--- src/rtl/spi_slave_sync.sv ---
// SPI mode-0 responder running entirely in the system clock domain.
// sclk/cs/mosi are synchronized and sclk edges are detected against a delayed copy.
module spi_slave_sync #(
  parameter int DATA_W      = 8,
  parameter int SYNC_STAGES = 2
) (
  input  logic              clk,
  input  logic              reset_n,
  input  logic              sclk,
  input  logic              cs,
  input  logic              mosi,
  output logic              miso,
  input  logic [DATA_W-1:0] tx_data,
  input  logic              tx_valid,
  output logic              tx_ready,
  output logic [DATA_W-1:0] rx_data,
  output logic              rx_valid,
  output logic              underrun,
  output logic              busy
);

  localparam int CNT_W = (DATA_W > 1) ? $clog2(DATA_W) : 1;
  localparam logic [0:0] IDLE   = 1'b0;
  localparam logic [0:0] ACTIVE = 1'b1;
  localparam logic [CNT_W-1:0] LAST_BIT = CNT_W'(DATA_W - 1);

  logic [SYNC_STAGES-1:0] sclk_sync_q, cs_sync_q, mosi_sync_q;
  logic                   sclk_prev_q, cs_prev_q;
  logic                   sclk_s, cs_s, mosi_s;
  logic                   sclk_rise, sclk_fall, cs_rise, cs_fall;

  logic [0:0]        state_q, state_d;
  logic [DATA_W-1:0] tx_buf_q, tx_buf_d;
  logic              tx_full_q, tx_full_d;
  logic [DATA_W-1:0] tx_shift_q, tx_shift_d;
  logic [DATA_W-1:0] rx_shift_q, rx_shift_d;
  logic [CNT_W-1:0]  bit_cnt_q, bit_cnt_d;
  logic              load_pending_q, load_pending_d;
  logic [DATA_W-1:0] rx_data_q, rx_data_d;
  logic              rx_valid_q, rx_valid_d;
  logic              underrun_q, underrun_d;
  logic              miso_q, miso_d;
  logic              load, tx_wr;

  assign sclk_s    = sclk_sync_q[SYNC_STAGES-1];
  assign cs_s      = cs_sync_q[SYNC_STAGES-1];
  assign mosi_s    = mosi_sync_q[SYNC_STAGES-1];
  assign sclk_rise = sclk_s & ~sclk_prev_q;
  assign sclk_fall = ~sclk_s & sclk_prev_q;
  assign cs_rise   = cs_s & ~cs_prev_q;
  assign cs_fall   = ~cs_s & cs_prev_q;
  assign tx_wr     = tx_valid & ~tx_full_q;

  always_comb begin
    state_d        = state_q;
    tx_buf_d       = tx_buf_q;
    tx_full_d      = tx_full_q;
    tx_shift_d     = tx_shift_q;
    rx_shift_d     = rx_shift_q;
    bit_cnt_d      = bit_cnt_q;
    load_pending_d = load_pending_q;
    rx_data_d      = rx_data_q;
    rx_valid_d     = 1'b0;
    underrun_d     = 1'b0;
    load           = 1'b0;
    case (state_q)
      IDLE: begin
        bit_cnt_d      = '0;
        load_pending_d = 1'b0;
        if (cs_fall) begin
          load    = 1'b1;
          state_d = ACTIVE;
        end
      end
      default: begin
        // cs deassert has priority over any coincident sclk edge
        if (cs_rise) begin
          state_d        = IDLE;
          bit_cnt_d      = '0;
          load_pending_d = 1'b0;
        end else if (sclk_rise) begin
          rx_shift_d = {rx_shift_q[DATA_W-2:0], mosi_s};
          if (bit_cnt_q == LAST_BIT) begin
            bit_cnt_d      = '0;
            rx_data_d      = {rx_shift_q[DATA_W-2:0], mosi_s};
            rx_valid_d     = 1'b1;
            load_pending_d = 1'b1;
          end else begin
            bit_cnt_d = bit_cnt_q + 1'b1;
          end
        end else if (sclk_fall) begin
          if (load_pending_q) begin
            load           = 1'b1;
            load_pending_d = 1'b0;
          end else begin
            tx_shift_d = tx_shift_q << 1;
          end
        end
      end
    endcase
    if (load) begin
      if (tx_full_q) begin
        tx_shift_d = tx_buf_q;
      end else begin
        tx_shift_d = '0;
        underrun_d = 1'b1;
      end
    end
    // A write in the same cycle as a load lands after the load sampled the old content
    if (tx_wr) begin
      tx_full_d = 1'b1;
      tx_buf_d  = tx_data;
    end else if (load) begin
      tx_full_d = 1'b0;
    end
    miso_d = (state_d == ACTIVE) ? tx_shift_d[DATA_W-1] : 1'b0;
  end

  always_ff @(posedge clk or negedge reset_n) begin
    if (!reset_n) begin
      sclk_sync_q    <= '0;
      cs_sync_q      <= '0;
      mosi_sync_q    <= '0;
      sclk_prev_q    <= 1'b0;
      cs_prev_q      <= 1'b0;
      state_q        <= IDLE;
      tx_buf_q       <= '0;
      tx_full_q      <= 1'b0;
      tx_shift_q     <= '0;
      rx_shift_q     <= '0;
      bit_cnt_q      <= '0;
      load_pending_q <= 1'b0;
      rx_data_q      <= '0;
      rx_valid_q     <= 1'b0;
      underrun_q     <= 1'b0;
      miso_q         <= 1'b0;
    end else begin
      sclk_sync_q    <= {sclk_sync_q[SYNC_STAGES-2:0], sclk};
      cs_sync_q      <= {cs_sync_q[SYNC_STAGES-2:0], cs};
      mosi_sync_q    <= {mosi_sync_q[SYNC_STAGES-2:0], mosi};
      sclk_prev_q    <= sclk_s;
      cs_prev_q      <= cs_s;
      state_q        <= state_d;
      tx_buf_q       <= tx_buf_d;
      tx_full_q      <= tx_full_d;
      tx_shift_q     <= tx_shift_d;
      rx_shift_q     <= rx_shift_d;
      bit_cnt_q      <= bit_cnt_d;
      load_pending_q <= load_pending_d;
      rx_data_q      <= rx_data_d;
      rx_valid_q     <= rx_valid_d;
      underrun_q     <= underrun_d;
      miso_q         <= miso_d;
    end
  end

  assign miso     = miso_q;
  assign tx_ready = ~tx_full_q;
  assign rx_data  = rx_data_q;
  assign rx_valid = rx_valid_q;
  assign underrun = underrun_q;
  assign busy     = (state_q == ACTIVE);

endmodule

--- config.mk ---
export PLATFORM = sky130hd
export DESIGN_NAME = spi_slave_sync
export DESIGN_NICKNAME = d
export VERILOG_FILES = /design/src/rtl/spi_slave_sync.sv
export SDC_FILE = /design/constraint.sdc
export NUM_CORES = 1
export LEC_CHECK = 0
export CAP_MARGIN = 20
export CORE_MARGIN = 5
export CORE_UTILIZATION = 42
export CTS_CLUSTER_SIZE = 16
export DETAILED_ROUTE_END_ITERATION = 10
export PLACE_DENSITY = 0.71
export SLEW_MARGIN = 15
export SYNTH_ARGS = -nofsm -noshare
export SYNTH_HDL_FRONTEND = slang
export SYNTH_SLANG_ARGS = --single-unit
--- constraint.sdc ---
create_clock -name clk -period 1.4 [get_ports clk]
set_input_delay 0.28 -clock clk [delete_from_list [all_inputs] [get_ports clk]]
set_output_delay 0.28 -clock clk [all_outputs]
set_load 0.03 [all_outputs]
### Word-level counts from Yosys, hierarchy flattened

Cells that the tools add are included.

| operators by class | value |
|---|---|
| $add $sub $neg | 1 |
| equal/unequal tests | 7 |
| mux-type cells | 33 |
| bitwise logic cells | 11 |
| reductions and logical operators | 7 |

Operator list:

| operator | count |
|---|---|
| 2-to-1 mux 8 bit | 7 |
| 2-to-1 mux 1 bit | 22 |
| 2-to-1 mux 3 bit | 4 |
| != test 2 x 1 -> 1 bit (second input constant) | 3 |
| NOT 1 bit | 6 |
| nonzero test 2 bit | 3 |
| AND 1 bit | 5 |
| AND reduction 5 bit | 1 |
| != test 4 x 3 -> 1 bit (second input constant) | 1 |
| != test 4 bit (second input constant) | 1 |
| AND reduction 4 bit | 1 |
| adder 3 x 1 -> 3 bit (second input constant) | 1 |
| == test 3 bit (second input constant) | 1 |
| != test 3 bit (second input constant) | 1 |
| AND reduction 3 bit | 1 |
| AND reduction 2 bit | 1 |

| word-level totals | value |
|---|---|
| register bits after elaboration | 48 |
| input port bits | 14 |
| output and inout bits | 13 |

### Logic depth before layout (Yosys ltp)

Gate-level depths: netlist of run 1.

| logic depth | value |
|---|---|
| word-level depth | 8 |
| depth in mapped cells | 6 |

### Worst setup path before layout of run 1

No wires, ideal clock.

| timing | value |
|---|---|
| path kind | register -> register |
| start | reg state_q, in the netlist busy |
| end | reg rx_data_q[0], in the netlist rx_data[0] |
| setup time | 0.125 ns |
| arrival time | 1.525 ns |
| required time | 1.275 ns |
| slack | -0.250 ns |
| stages on the path, launching flop included | 6 |
| buffers on the path | 2 |
| period minus slack after synthesis | 1.650 ns |
| path through | dfrtp_1 buf_4 nand4b_4 or2_1 buf_6 mux2_4 |

| between the ends | value |
|---|---|
| longest elaborated chain between the ends | 1 |

RTL lines:

| item | RTL line | source |
|---|---|---|
| start: declaration | 32 | `logic [0:0] state_q, state_d;` |
| start signal: assignment | 143 | `state_q <= state_d;` |
| AND reduction 4 bit (no source line) | n/a |  |
| end signal: assignment | 150 | `rx_data_q <= rx_data_d;` |
| end: declaration | 39 | `logic [DATA_W-1:0] rx_data_q, rx_data_d;` |

Every way passes these cells.
A chain may end at the register's enable or synchronous reset.

### Worst setup path in the final report of run 1

| timing | value |
|---|---|
| start | reg bit_cnt_q[0] |
| end | reg rx_data_q[0], in the netlist rx_data[0] |

| between the ends | value |
|---|---|
| longest elaborated chain between the ends | 2 |

RTL lines:

| item | RTL line | source |
|---|---|---|
| start: declaration | 37 | `logic [CNT_W-1:0] bit_cnt_q, bit_cnt_d;` |
| start signal: assignment | 148 | `bit_cnt_q <= bit_cnt_d;` |
| == test 3 bit | 83 | `if (bit_cnt_q == LAST_BIT) begin` |
| AND reduction 4 bit (no source line) | n/a |  |

Every way passes these cells.

==> out/summary.log, run 1 <==
qor: global_route.globalRoute.busiestLayer met2
qor: layout.layout-area-overhead-vs-synth 41.4%
qor: setup_path.r2r-end rx_data[0]
qor: placed_design.dpl.hpwl 2250 um
qor: setup_path.critical_path.max_fanout 5
qor: power_and_ir_drop.p_switching 1.02 mW
qor: setup_path.timing.critical_path.slowest_cell_delay 370 ps
qor: synth.post_synth_most_frequent_cells 48 x sky130_fd_sc_hd__dfrtp_1, 10 x sky130_fd_sc_hd__mux2_2, 10 x sky130_fd_sc_hd__nor2_1
qor: synth.synth.area.top_cells sky130_fd_sc_hd__dfrtp_1 63%, sky130_fd_sc_hd__mux2_4 6.3%, sky130_fd_sc_hd__mux2_2 5.9%
qor: setup_path.reg2reg_slack -150 ps
qor: setup_path.critical_path.n_buffers_inverters 2
qor: sta.clock.fmax 0.646 GHz
qor: layout.final_layout_size_suffix_gt1_frac 0.444
qor: setup_path.path_class flop to flop
qor: drt.dr.first_iter.drc_count 39
qor: synth.netlist_instances 135
qor: status.outcome finished with violations
qor: floorplanning.num_rows 24
qor: setup_path.regToRegStartpoint bit_cnt_q[0]
qor: synth.post_synth.cell_area_avg 14.1 um2
qor: setup_path.cp_top_family flip-flops
qor: cts.cts_root_buf sky130_fd_sc_hd__clkbuf_8
qor: floorplanning.core_ar 0.00438 mm2
qor: power_and_ir_drop.total_power 3.67 mW
qor: layout.final_core_utilization 0.615
qor: global_route.grt_util_met2 0.193
qor: global_route.gr-total-overflow 0
qor: cts.cts.clk_slew.worst_paths 80 ps
qor: global_route.grt_first_pass_wirelength 5820 um
qor: drt.detail_route.wirelength 3680 um
qor: placed_design.placement.io_buffers 26
qor: sta.report.final.setup_viol 12
qor: sta.max_slew.worst_pin.slew 325 ps
qor: synth.synth_xor_xnor_area_share 0
qor: global_route.grt.met3_usage 0.0405
qor: cts.clock_tree_from_tritoncts yes
qor: min_path.hold_path.startpoint sclk_sync_q[0]
qor: global_route.grtUsageTotal 0.121
qor: synth.synth_top_area_cell sky130_fd_sc_hd__dfrtp_1
qor: placed_design.preCtsSetupSlack -131 ps
qor: placed_design.post_dp_area 0.00231 mm2
qor: drt.dr.pass1.iters 4
qor: synth.post_synth_instance_area 0.00191 mm2
qor: cts.clock_sink_count 48
qor: synth.synth-warning-count 0
qor: sta.grt_setup_unrepaired yes
qor: power_and_ir_drop.comb_power_share 0.217
qor: synth.synth_top_family_by_area multiplexers
qor: power_and_ir_drop.p_int 2.65 mW
qor: synth.compound_gate_portion_of_the_synthesized_area 0.0761
qor: setup_path.cp_slowest_cell sky130_fd_sc_hd__dfrtp_1
qor: power_and_ir_drop.power.share.switching 0.278
qor: sta.worst_slack -147 ps
qor: cts.cts.htree.levels 2
qor: synth.synth.distinct_cells 32
qor: sta.maxSlewViolCount 0
qor: synth.synth_seq_cells 48
qor: placed_design.routabilityCongestion 0.698
qor: drt.drt.antenna.violating_nets 0
qor: floorplanning.die-area 0.00599 mm2
qor: drt.dr_total_vias 1258
qor: layout.fillers 337
qor: setup_path.worstRegToRegCells 6
qor: sta.worst_slew_margin_relative_to_its_limit 0.784
qor: power_and_ir_drop.power_density 1360 mW/mm2
qor: setup_path.crit_start_category flop
qor: setup_path.critical_path_arrival 1740 ps
qor: layout.final_cell_count_no_fill 241
qor: global_route.maximum_number_of_pins_on_one_net_before_global_route_repair 49
qor: layout.final_nets 204
qor: floorplanning.starting_density 0.435
qor: cts.insertion_delay 310 ps
qor: placed_design.dp_cells 220
qor: synth.synth_simple_gate_area_frac 0.0807
qor: sta.setup_total_negative_slack -1210 ps
qor: run.cap_viol_max_count 0
qor: cts.cts_buffers 5
qor: power_and_ir_drop.leakage 1.30 nW
qor: sta.finalHoldWorstSlack 356 ps
qor: synth.post-synth-top-area-fraction 0.630
qor: drt.detail_route.vias_per_cell 5.22
qor: sta.period_utilization_post_route 1.11
qor: synth.synth-adder-area-share 0.0131
qor: power_and_ir_drop.p_clk_frac 0.270
qor: sta.clock-skew-final 10.3 ps
qor: min_path.holdPathStages 0
qor: synth.synthesis.nets 151
qor: global_route.grt_pass1_vias 1250
qor: layout.num_antenna_cells 0
qor: floorplanning.design.portCount 27
qor: global_route.grtUsageMet1 0.149
qor: setup_path.cp_data_required_time 1590 ps
qor: sta.hold_viol_final 0
qor: floorplanning.die_height 77.4 um
qor: setup_path.critical_path.cell_chain ha_2 -> ha_4 -> inv_2 -> or2_4 -> buf_12 -> mux2_4
qor: synth.synth-seq-area-share 0.630
qor: sta.period_needed 1550 ps
qor: min_path.whs_endpoint sclk_sync_q[1]
qor: synth.synth_enable_flop_cells 0
qor: min_path.hold_path.class flop to flop
qor: floorplanning.die_width 77.4 um
qor: synth.ys_async_sr_fraction 1.00
qor: layout.fin_area 0.00270 mm2
qor: synth.synth.most_common_cell sky130_fd_sc_hd__dfrtp_1
qor: drt.detail_route.drc_violations 0
qor: setup_path.worst_setup_path_end_kind flop
qor: power_and_ir_drop.share_seq_of_total_power 0.513
qor: global_route.antenna_violations_before_repair 0
qor: synth.yosys-mux-area-fraction 0.167
qor: status.failed_checks negative setup slack
qor: cts.clock_tree.buffer_depth 2
qor: synth.synth_flop_cell sky130_fd_sc_hd__dfrtp_1
qor: power_and_ir_drop.max-vdd-ir-drop 834 uV
qor: drt.detail_route.wl_per_cell 15.3 um
==> repair_timing <==
item,in CTS,in global routing
pin swaps,1,5
gates cloned,2,1
setup endpoints to repair,31,20
endpoints found under the hold margin,48,0
resized for setup,23,29
hold buffers,1,0
buffers inserted,5,4
==> kinds of logic after synthesis <==
kind of cell               Yosys count
muxes                               26
DFF                                 48
and+or+nand+nor                     25
adders and majority gates            2
buffers and inverters               13
AOI/OAI and AO/OA                   21
==> worst max path at each step <==
stage                      end         start  depth (start not counted)  slack (ps)
finish              rx_data[0]  bit_cnt_q[0]                          6        -150
global route        rx_data[3]  bit_cnt_q[0]                          6        -180
CTS                 rx_data[0]  bit_cnt_q[1]                          6        -130
detailed placement  rx_data[7]  bit_cnt_q[0]                          6        -130
global placement    rx_data[7]  bit_cnt_q[0]                          6         -90
floorplan           rx_data[0]          busy                          5        -140
==> routing by layer <==
layer  share of wire  up-vias
li1                -      588
met1            0.41      634
met2            0.53       28
met3           0.050        8
met4           0.016        0
met5               0        -
==> state kept, by name, indices dropped and copies added (netlist names) <==
name and flops:
tx_full_q 1, tx_shift_q 8, underrun 1, rx_data 8, busy 1, sclk_sync_q 2, bit_cnt_q 3, sclk_prev_q 1
load_pending_q 1, rx_shift_q 7, miso 1, cs_prev_q 1, mosi_sync_q 2, tx_buf_q 8, rx_valid 1, cs_sync_q 2
==> area by class of cell <==
type                       count  area, um2  area share
clock inverter                 3       42.5      0.0158
multi-input combinational     76        800       0.296
inverter                       6       22.5     0.00835
timing repair buffer          51        494       0.183
tap                           52       65.1      0.0241
clock buffer                   5       68.8      0.0255
sequential                    48       1200       0.447
==> power by group through the flow <==
| stage | clock network, mW | registers (mW) | logic (mW) |
|---|---|---|---|
| after floorplan | 0 | 1.85 | 0.419 |
| after global placement | 0 | 1.88 | 0.615 |
| after detailed placement | 0 | 1.89 | 0.646 |
| after CTS | 1.01 | 1.85 | 0.687 |
| after global routing | 1.06 | 1.93 | 0.875 |
| final | 0.990 | 1.88 | 0.797 |
==> cells in the final DEF (no fill, tap or decap), types with 3 or more instances in the layout <==
cell	instances
sky130_fd_sc_hd__nor2_1	4
sky130_fd_sc_hd__mux2_1	5
sky130_fd_sc_hd__a21oi_2	4
sky130_fd_sc_hd__mux2_4	8
sky130_fd_sc_hd__nand2_1	3
sky130_fd_sc_hd__a32oi_1	4
sky130_fd_sc_hd__dlygate4sd2_1	11
sky130_fd_sc_hd__clkbuf_8	5
sky130_fd_sc_hd__buf_4	17
sky130_fd_sc_hd__mux2i_1	3
sky130_fd_sc_hd__dfrtp_1	45
sky130_fd_sc_hd__inv_1	4
sky130_fd_sc_hd__dfrtp_2	3
sky130_fd_sc_hd__a21oi_1	3
sky130_fd_sc_hd__mux2_2	10
sky130_fd_sc_hd__clkdlybuf4s50_1	12
sky130_fd_sc_hd__buf_6	6
sky130_fd_sc_hd__nor2_2	4
Note: power is estimated with default switching activity, not from simulation.
==> run 2: changes to the inputs <==
- RECOVER_POWER: not set -> 25
==> run 2 against run 1 <==
Register-to-register slack about the same. Routed wire length hardly changed. Power fell by 0.25%. Sequential power is essentially flat. Clock-buffer cell count stayed put. The flow still finishes with violations (negative setup slack). First-iteration DRC count grew 2.6%.
==> out/summary.log, run 2 (synthesized netlist as in run 1, its figures left out) <==
qor: status.outcome finished with violations
qor: status.failed_checks negative setup slack
qor: sta.worst_slack -147 ps
qor: power_and_ir_drop.leakage 1.29 nW
qor: power_and_ir_drop.power.share.switching 0.278
qor: setup_path.critical_path.n_buffers_inverters 2
qor: placed_design.dpl.hpwl 2250 um
qor: drt.dr.first_iter.drc_count 40
qor: setup_path.path_class flop to flop
qor: floorplanning.die_width 77.4 um
qor: floorplanning.die_height 77.4 um
qor: sta.hold_viol_final 0
qor: power_and_ir_drop.p_int 2.64 mW
qor: drt.detail_route.wirelength 3680 um
qor: run.cap_viol_max_count 0
qor: drt.dr_total_vias 1252
qor: setup_path.worst_setup_path_end_kind flop
qor: power_and_ir_drop.power_density 1370 mW/mm2
qor: sta.finalHoldWorstSlack 356 ps
qor: sta.report.final.setup_viol 17
qor: power_and_ir_drop.comb_power_share 0.215
qor: cts.cts_root_buf sky130_fd_sc_hd__clkbuf_8
qor: layout.num_antenna_cells 0
qor: setup_path.critical_path.max_fanout 5
qor: floorplanning.starting_density 0.435
qor: setup_path.cp_data_required_time 1590 ps
qor: cts.cts.htree.levels 2
qor: layout.fin_area 0.00268 mm2
qor: layout.layout-area-overhead-vs-synth 40.5%
qor: setup_path.critical_path.cell_chain ha_2 -> ha_4 -> inv_2 -> or2_4 -> buf_12 -> mux2_4
qor: floorplanning.num_rows 24
qor: setup_path.cp_slowest_cell sky130_fd_sc_hd__dfrtp_1
qor: drt.dr.pass1.iters 4
qor: cts.clock_tree_from_tritoncts yes
qor: global_route.grt_pass1_vias 1250
qor: sta.period_needed 1550 ps
qor: sta.max_slew.worst_pin.slew 633 ps
qor: min_path.hold_path.class flop to flop
qor: global_route.grtUsageTotal 0.121
qor: layout.final_nets 204
qor: placed_design.routabilityCongestion 0.698
qor: cts.insertion_delay 310 ps
qor: cts.cts.clk_slew.worst_paths 80 ps
qor: sta.maxSlewViolCount 0
qor: power_and_ir_drop.max-vdd-ir-drop 833 uV
qor: floorplanning.core_ar 0.00438 mm2
qor: global_route.antenna_violations_before_repair 0
qor: cts.cts_buffers 5
qor: sta.period_utilization_post_route 1.11
qor: drt.detail_route.vias_per_cell 5.20
qor: drt.drt.antenna.violating_nets 0
qor: layout.layout_commonest_cell sky130_fd_sc_hd__dfrtp_1
qor: layout.mostFrequentLayoutCells 45 x sky130_fd_sc_hd__dfrtp_1, 16 x sky130_fd_sc_hd__buf_4, 11 x sky130_fd_sc_hd__dlygate4sd2_1, 10 x sky130_fd_sc_hd__mux2_2, 9 x sky130_fd_sc_hd__clkdlybuf4s50_1
qor: setup_path.crit_start_category flop
qor: sta.grt_setup_unrepaired yes
qor: global_route.maximum_number_of_pins_on_one_net_before_global_route_repair 49
qor: setup_path.timing.critical_path.slowest_cell_delay 370 ps
qor: sta.worst_slew_margin_relative_to_its_limit 0.578
qor: placed_design.preCtsSetupSlack -131 ps
qor: cts.clock_sink_count 48
qor: setup_path.cp_top_family flip-flops
qor: drt.detail_route.drc_violations 0
qor: power_and_ir_drop.p_clk_frac 0.270
qor: drt.detail_route.wl_per_cell 15.3 um
qor: layout.final_layout_size_suffix_gt1_frac 0.439
qor: sta.clock.fmax 0.646 GHz
qor: sta.clock-skew-final 10.2 ps
qor: setup_path.critical_path_arrival 1740 ps
qor: power_and_ir_drop.p_switching 1.02 mW
qor: floorplanning.die-area 0.00599 mm2
qor: placed_design.placement.io_buffers 26
qor: layout.fillers 341
qor: power_and_ir_drop.share_seq_of_total_power 0.515
qor: placed_design.post_dp_area 0.00231 mm2
qor: layout.final_core_utilization 0.612
qor: global_route.grt_first_pass_wirelength 5820 um
qor: cts.clock_tree.buffer_depth 2
qor: global_route.gr-total-overflow 0
qor: floorplanning.design.portCount 27
==> run 2: final timing paths <==
| check | end | slack [ps] | depth (start not counted) | start |
|---|---|---|---|---|
| worst max-delay path | rx_data[0] | -150 | 6 | bit_cnt_q[0] |
| worst min register to register | sclk_sync_q[1] | 360 | 0 | sclk_sync_q[0] |
| max in group asynchronous | sclk_sync_q[1] | 300 | 3 | reset_n |
| worst max register to register | rx_data[0] | -150 | 6 | bit_cnt_q[0] |
| worst min-delay path | sclk_sync_q[1] | 360 | 0 | sclk_sync_q[0] |
| min in group asynchronous | rx_data[4] | 620 | 3 | reset_n |
==> run 2: routing by layer <==
metal,global-route usage,wire length (um),up-vias
met5,0,0,-
met3,0.0405,184,8
met4,0.0515,60,0
met2,0.193,1950,26
li1,-,-,586
met1,0.149,1480,632
==> run 2: timing repair <==
| action | 4_1_cts | 5_1_grt |
|---|---|---|
| buffers inserted | 5 | 4 |
| hold buffers | 1 | 0 |
| pin swaps | 1 | 5 |
| resized for setup | 23 | 29 |
| gates cloned | 2 | 1 |
| endpoints found under the setup margin | 31 | 20 |
| endpoints found under the hold margin | 48 | 0 |
==> run 2: layout make-up <==
type | count | area, um2 | share of cell area
clock buffer | 5 | 68.8 | 0.0257
clock inverter | 3 | 42.5 | 0.0159
inverter | 6 | 22.5 | 0.00840
multi-input combinational | 76 | 800 | 0.298
sequential | 48 | 1200 | 0.449
tap | 52 | 65.1 | 0.0243
timing repair buffer | 51 | 478 | 0.178
==> run 2: through the flow <==
step	setup TNS, ps	instances	total power, mW
after CTS	-950	236	3.55
after global routing	-2440	241	3.85
after global placement	-1730	220	2.49
final	-1310	241	3.66
after floorplan	-1090	135	2.27
after detailed placement	-2690	220	2.53
==> run 2: power by group through the flow <==
stage / Clock (mW) / Sequential [mW] / Combinational, mW
5_1_grt: 1.06 / 1.93 / 0.866
4_1_cts: 1.01 / 1.85 / 0.687
3_5_place_dp: 0 / 1.89 / 0.646
6_report: 0.989 / 1.88 / 0.788
2_1_floorplan: 0 / 1.85 / 0.419
3_3_place_gp: 0 / 1.88 / 0.615
